`config.mk`:
```
export PLATFORM = sky130hd
export DESIGN_NAME = mem_access_unit
export DESIGN_NICKNAME = d
export VERILOG_FILES = /design/src/rtl/mem_pkg.sv /design/src/rtl/mem_access_unit_store_lane_gen.sv /design/src/rtl/mem_access_unit.sv
export SDC_FILE = /design/constraint.sdc
export NUM_CORES = 1
export LEC_CHECK = 0
export ABC_AREA = 1
export BUFFER_PORTS_ARGS = -buffer_cell sky130_fd_sc_hd__clkbuf_2
export CAP_MARGIN = 40
export CORE_MARGIN = 5
export CORE_UTILIZATION = 40
export CTS_CLUSTER_SIZE = 8
export DETAILED_ROUTE_END_ITERATION = 8
export PLACE_DENSITY_LB_ADDON = 0.25
export SYNTH_ARGS = -nofsm -noshare
export SYNTH_HDL_FRONTEND = slang
export SYNTH_SLANG_ARGS = --single-unit
```
`constraint.sdc`:
```
create_clock -name clk -period 3.7 [get_ports clk]
set_input_delay 0.185 -clock clk [delete_from_list [all_inputs] [get_ports clk]]
set_output_delay 0.185 -clock clk [all_outputs]
set_load 0.05 [all_outputs]
```
`src/rtl/mem_pkg.sv`:
```
// Shared types and constants for the MEM-stage data-memory front end.
package mem_pkg;

   typedef enum logic [1:0] {
      IDLE   = 2'd0,
      ACCESS = 2'd1,
      RESP   = 2'd2
   } mem_state_t;

   localparam logic [2:0] F3_B  = 3'b000;
   localparam logic [2:0] F3_H  = 3'b001;
   localparam logic [2:0] F3_W  = 3'b010;
   localparam logic [2:0] F3_BU = 3'b100;
   localparam logic [2:0] F3_HU = 3'b101;

   localparam int BE_W = 4;

endpackage

```
`src/rtl/mem_access_unit_store_lane_gen.sv`:
```
// Byte-enable, store-lane replication and alignment check for one access.
module store_lane_gen
   import mem_pkg::*;
(
   input  logic [2:0]      funct3,
   input  logic [1:0]      addr_lo,
   input  logic [31:0]     wdata,
   output logic [BE_W-1:0] be,
   output logic [31:0]     wdata_rep,
   output logic            misaligned
);

   always_comb begin
      be         = 4'b1111;
      wdata_rep  = wdata;
      misaligned = 1'b0;
      // funct3[2] only selects sign handling downstream; size lives in [1:0]
      case (funct3[1:0])
         F3_B[1:0]: begin
            be        = 4'b0001 << addr_lo;
            wdata_rep = {4{wdata[7:0]}};
         end
         F3_H[1:0]: begin
            be         = 4'b0011 << {addr_lo[1], 1'b0};
            wdata_rep  = {2{wdata[15:0]}};
            misaligned = addr_lo[0];
         end
         F3_W[1:0]: begin
            misaligned = |addr_lo;
         end
         default: begin
            be        = 4'b1111;
            wdata_rep = wdata;
         end
      endcase
   end

endmodule

```
`src/rtl/mem_access_unit.sv`:
```
// MEM-stage data-memory front end: issues one handshaked access per
// instruction, stalls until response or timeout, and aligns load data.
//
// state  | meaning
// IDLE   | waiting for an access; misaligned ones are rejected here
// ACCESS | request on the bus, waiting for dmem_ready or timeout
// RESP   | access finished, done pulse, rdata_aligned valid
module mem_access_unit
   import mem_pkg::*;
#(
   parameter int XLEN    = 32,
   parameter int TIMEOUT = 64
) (
   input  logic            clk,
   input  logic            reset,
   input  logic            mem_read,
   input  logic            mem_write,
   input  logic [2:0]      funct3,
   input  logic [XLEN-1:0] addr,
   input  logic [XLEN-1:0] wdata,
   output logic            stall,
   output logic            done,
   output logic [XLEN-1:0] rdata_aligned,
   output logic            misaligned,
   output logic            bus_error,
   output logic            dmem_req,
   output logic            dmem_we,
   output logic [BE_W-1:0] dmem_be,
   output logic [XLEN-1:0] dmem_addr,
   output logic [XLEN-1:0] dmem_wdata,
   input  logic [XLEN-1:0] dmem_rdata,
   input  logic            dmem_ready
);

   localparam int CW = $clog2(TIMEOUT + 1);

   mem_state_t      state;
   logic [CW-1:0]   tmr;
   logic [XLEN-1:2] addr_hi_q;
   logic [1:0]      addr_lo_q;
   logic [XLEN-1:0] wdata_q;
   logic [BE_W-1:0] be_q;
   logic            we_q;
   logic            berr_q;

   logic [BE_W-1:0] be_c;
   logic [XLEN-1:0] wdata_c;
   logic            mis_c;
   logic            req_c;

   store_lane_gen u_lane (
      .funct3     (funct3),
      .addr_lo    (addr[1:0]),
      .wdata      (wdata),
      .be         (be_c),
      .wdata_rep  (wdata_c),
      .misaligned (mis_c)
   );

   assign req_c = (state == IDLE) && (mem_read || mem_write) && !reset;

   always_ff @(posedge clk) begin
      if (reset) begin
         state         <= IDLE;
         tmr           <= '0;
         addr_hi_q     <= '0;
         addr_lo_q     <= '0;
         wdata_q       <= '0;
         be_q          <= '0;
         we_q          <= 1'b0;
         berr_q        <= 1'b0;
         rdata_aligned <= '0;
      end else begin
         case (state)
            IDLE: begin
               berr_q <= 1'b0;
               if ((mem_read || mem_write) && !mis_c) begin
                  addr_hi_q <= addr[XLEN-1:2];
                  addr_lo_q <= addr[1:0];
                  wdata_q   <= wdata_c;
                  be_q      <= be_c;
                  we_q      <= mem_write && !mem_read;
                  tmr       <= CW'(TIMEOUT - 1);
                  state     <= ACCESS;
               end
            end
            ACCESS: begin
               if (dmem_ready) begin
                  rdata_aligned <= we_q ? '0 : (dmem_rdata >> {addr_lo_q, 3'b000});
                  state         <= RESP;
               end else if (tmr == '0) begin
                  berr_q        <= 1'b1;
                  rdata_aligned <= '0;
                  state         <= RESP;
               end else begin
                  tmr <= tmr - 1'b1;
               end
            end
            RESP: begin
               berr_q <= 1'b0;
               state  <= IDLE;
            end
            default: state <= IDLE;
         endcase
      end
   end

   assign stall      = (req_c && !mis_c) || (state == ACCESS);
   assign misaligned = req_c && mis_c;
   assign done       = misaligned || (state == RESP);
   assign bus_error  = berr_q;
   assign dmem_req   = (state == ACCESS);
   assign dmem_we    = (state == ACCESS) && we_q;
   assign dmem_be    = be_q;
   assign dmem_addr  = {addr_hi_q, 2'b00};
   assign dmem_wdata = wdata_q;

endmodule

```
==> summary.txt <==
Outcome
  – Status: finished, final reports clean

CTS
  – Clk sinks: ~110
  – CTS root buffer: clkbuf_16
  – Post-CTS resize count: 0
  – # hold bufs at CTS: 0
  – Clk buf depth: 2
  – Post-CTS setup buffers: 0
  – H-tree Lvls: 3
  – Worst skew pair latency: 360 ps
  – Num CTS Buffers: 9
  – CTS tree: yes
  – CTS clk-pin slew, worst paths: around 80 ps

Global route
  – First-pass GRT wire length: between 20,000 and 25,000 µm
  – Largest net degree at the start of global routing: between 80 and 90
  – Number of global-route vias before repair: roughly 4,800
  – Remaining Overflow, GRT: 0
  – Antenna violations before repair: 0
  – GRT Overall Usage: 20.0%

Setup path
  – Crit path kind: primary input to flop
  – CP Launch Type: primary input
  – Worst path required time: between 3000 and 4000 ps
  – R2R setup slack: about 1700 ps
  – WP data arrival: between 2000 and 2500 ps
  – Worst-path maximum fanout: 11
  – CP Capture Type: flop

Routing
  – WL final: 15,100 µm
  – TritonRoute pass-1 iters: 4
  – DR iter-0 viols: 363
  – Routed WL per cell: roughly 14 µm
  – Detail Route Antenna Nets: 0
  – Vias per cell: ~4.8
  – Residual DRC: 0
  – Via Count: between 5,000 and 6,000

Power
  – Pwr Total: around 3400 µW
  – IR Drop Worst-Case VDD: 357 µV
  – Leak: about 0.0032 µW
  – Pwr/cell area: roughly 530 nW/µm²

Floorplan
  – Height of the die: roughly 120 µm
  – Die ar.: 15,100 µm²
  – Io pins: 210
  – Chip Width: ~120 µm
  – # rows: 41
  – Core ar.: around 13,000 µm²
  – Initial Utilization: 40.6%

Final layout
  – Post-route cell area: approximately 6400 µm²
  – Syn-to-layout area delta: 26.0%
  – Final core occ: between 50% and 60%
  – Share of layout cells above drive strength 1: between 20% and 30%
  – Final #Nets: around 1,000
  – N_diodes: 0

STA
  – RSZ-0062 raised after global routing: false
  – Final Hold Fails: 0
  – Final worst slack: around 1500 ps
  – Max Freq: 448 MHz
  – Rel. slew slack: a little over two fifths
  – Setup TNS: 0 ps
  – Final Critical Period: between 2000 and 2500 ps
  – Finish-stage setup viols: 0
  – Final worst-path cycle share: 60.3%
  – Worst Skew: a little under 8 ps
  – Final Slew Violations: 0
  – Worst slew pin tran: 848 ps

Yosys
  – Async S/R FF share, synth: 0%
  – Syn Std Cell Area: 5100 µm²
  – Synth Instances: about 740
  – Netlist cell types: 25
  – Synth Flop Type: dfxtp_1
  – Syn Area/Cell: 6.86 µm²
  – #FFs+latches synth: 111
  – Sequential share of the synthesized area: a little over two fifths
  – Synth Warn #: 0
  – Count of flip-flops with a built-in enable after synthesis: 0

Placed design
  – Dpl hpwl: between 10,000 and 15,000 µm
  – Port bufs: between 200 and 250
  – Place WS: 1120 ps
  – DP Area: 6130 µm²
  – Gpl congestion: between 0.8 and 0.9

Worst hold path
  – Hold Crit Class: primary input to flop

Run
  – Max_cap viols: 0
[flip-flops by register name (all words and copies together), names as in the netlist]
register	cells
dmem_wdata	32
dmem_be	4
bus_error	1
addr_hi_q	30
addr_lo_q	2
tmr	7
rdata_aligned	32
state	2
we_q	1
[path summary, 6_finish.rpt]
path / startpoint / to / depth (start not counted)
worst max-delay path: funct3[0] / dmem_wdata[27] / 10
worst min-delay path: addr[3] / addr_hi_q[3] / 3
worst max register to register: addr_lo_q[0] / rdata_aligned[1] / 7
worst min register to register: rdata_aligned[29] / rdata_aligned[29] / 2
[report_power, final]
group | internal (µW) | leakage, µW | switching (µW) | total [µW]
clock network | 528 | 0.000140 | 457 | 985
registers | 1310 | 0.000912 | 76.7 | 1390
logic | 259 | 0.00212 | 755 | 1010
total | 2100 | 0.00317 | 1290 | 3380
[cells in the mapped netlist, types with 2 or more instances]
cell | n | area share [%]
nand2_1 | 281 | 21
a21oi_1 | 113 | 11
dfxtp_1 | 111 | 44
nand3_1 | 54 | 5.3
inv_1 | 41 | 3.0
nor2_1 | 33 | 2.4
o21ai_0 | 23 | 2.3
buf_2 | 17 | 1.7
clkbuf_1 | 17 | 1.3
buf_6 | 9 | 2.0
o211ai_1 | 9 | 1.3
mux2i_1 | 8 | 1.6
ha_1 | 5 | 1.2
inv_2 | 4 | 0.29
buf_4 | 3 | 0.44
nor3_1 | 3 | 0.29
clkinv_1 | 2 | 0.15
nand2_2 | 2 | 0.25
nand4_1 | 2 | 0.25
[metal layers]
layer / part of all wire, % / GRT usage (%) / up-vias / routed length, µm
li1: - / - / 2746 / -
met5: 0 / 0 / - / 0
met2: 47 / 31.4 / 149 / 7140
met3: 7.8 / 7.10 / 12 / 1180
met4: 1.1 / 6.09 / 0 / 164
met1: 44 / 25.9 / 2344 / 6650
[cells by family (layout without fill, tap and decap cells)]
logic type	after synthesis	count (layout)	synth area share, %
AO/OA/AOI/OAI	146	146	14.8
adder cells (fa/ha/maj)	5	5	1.23
buffers and inverters	94	273	8.89
flip-flops	111	111	43.6
multiplexers	8	8	1.57
other	1	2	0.0736
AND/OR/NAND/NOR	378	378	29.8
[per-stage QoR]
stage	cells	hold slack, ps
2_1_floorplan	744	328
3_3_place_gp	1078	417
3_5_place_dp	1080	425
4_1_cts	1095	33.3
5_1_grt	1095	26.6
6_report	1095	47.7
[cell type report]
type	count	area, µm²
Clock buffer	9	225
Clock inverter	6	70.1
Fill cell	1334	6140
Inverter	47	176
Multi-Input combinational cell	539	2430
Sequential cell	111	2220
Tap cell	172	215
Timing Repair Buffer	211	1090
[worst max-delay path, cell delays in order]
cell      delay [ps]
clkbuf_2          90
inv_1             80
ha_1             390
clkinv_1         380
nand2_1          520
clkinv_1         450
nand2_1          150
nand3_1           70
nand2_1           70
a21oi_1           60
[placed cells by master (no fill, tap or decap)]
cell | netlist | routed
a21oi_1 | 113 | 113
buf_8 | 0 | 1
o22ai_1 | 1 | 1
clkinv_2 | 0 | 1
clkbuf_2 | 0 | 205
buf_4 | 3 | 3
nand3_1 | 54 | 54
bufinv_16 | 0 | 1
inv_8 | 0 | 1
clkinvlp_4 | 0 | 2
clkinv_1 | 2 | 2
clkbuf_16 | 0 | 9
o211ai_1 | 9 | 9
nand2_2 | 2 | 2
mux2i_1 | 8 | 8
dfxtp_1 | 111 | 111
conb_1 | 1 | 2
or2_2 | 1 | 1
buf_12 | 0 | 1
inv_6 | 0 | 1
nor3_1 | 3 | 3
inv_2 | 4 | 4
nand4_1 | 2 | 2
ha_1 | 5 | 5
inv_1 | 41 | 41
nor3_4 | 1 | 1
nor2_1 | 33 | 33
nand2_1 | 281 | 281
nand3_2 | 1 | 1
o21ai_0 | 23 | 23
buf_2 | 17 | 1
Note: power is estimated with default switching activity, not from simulation.
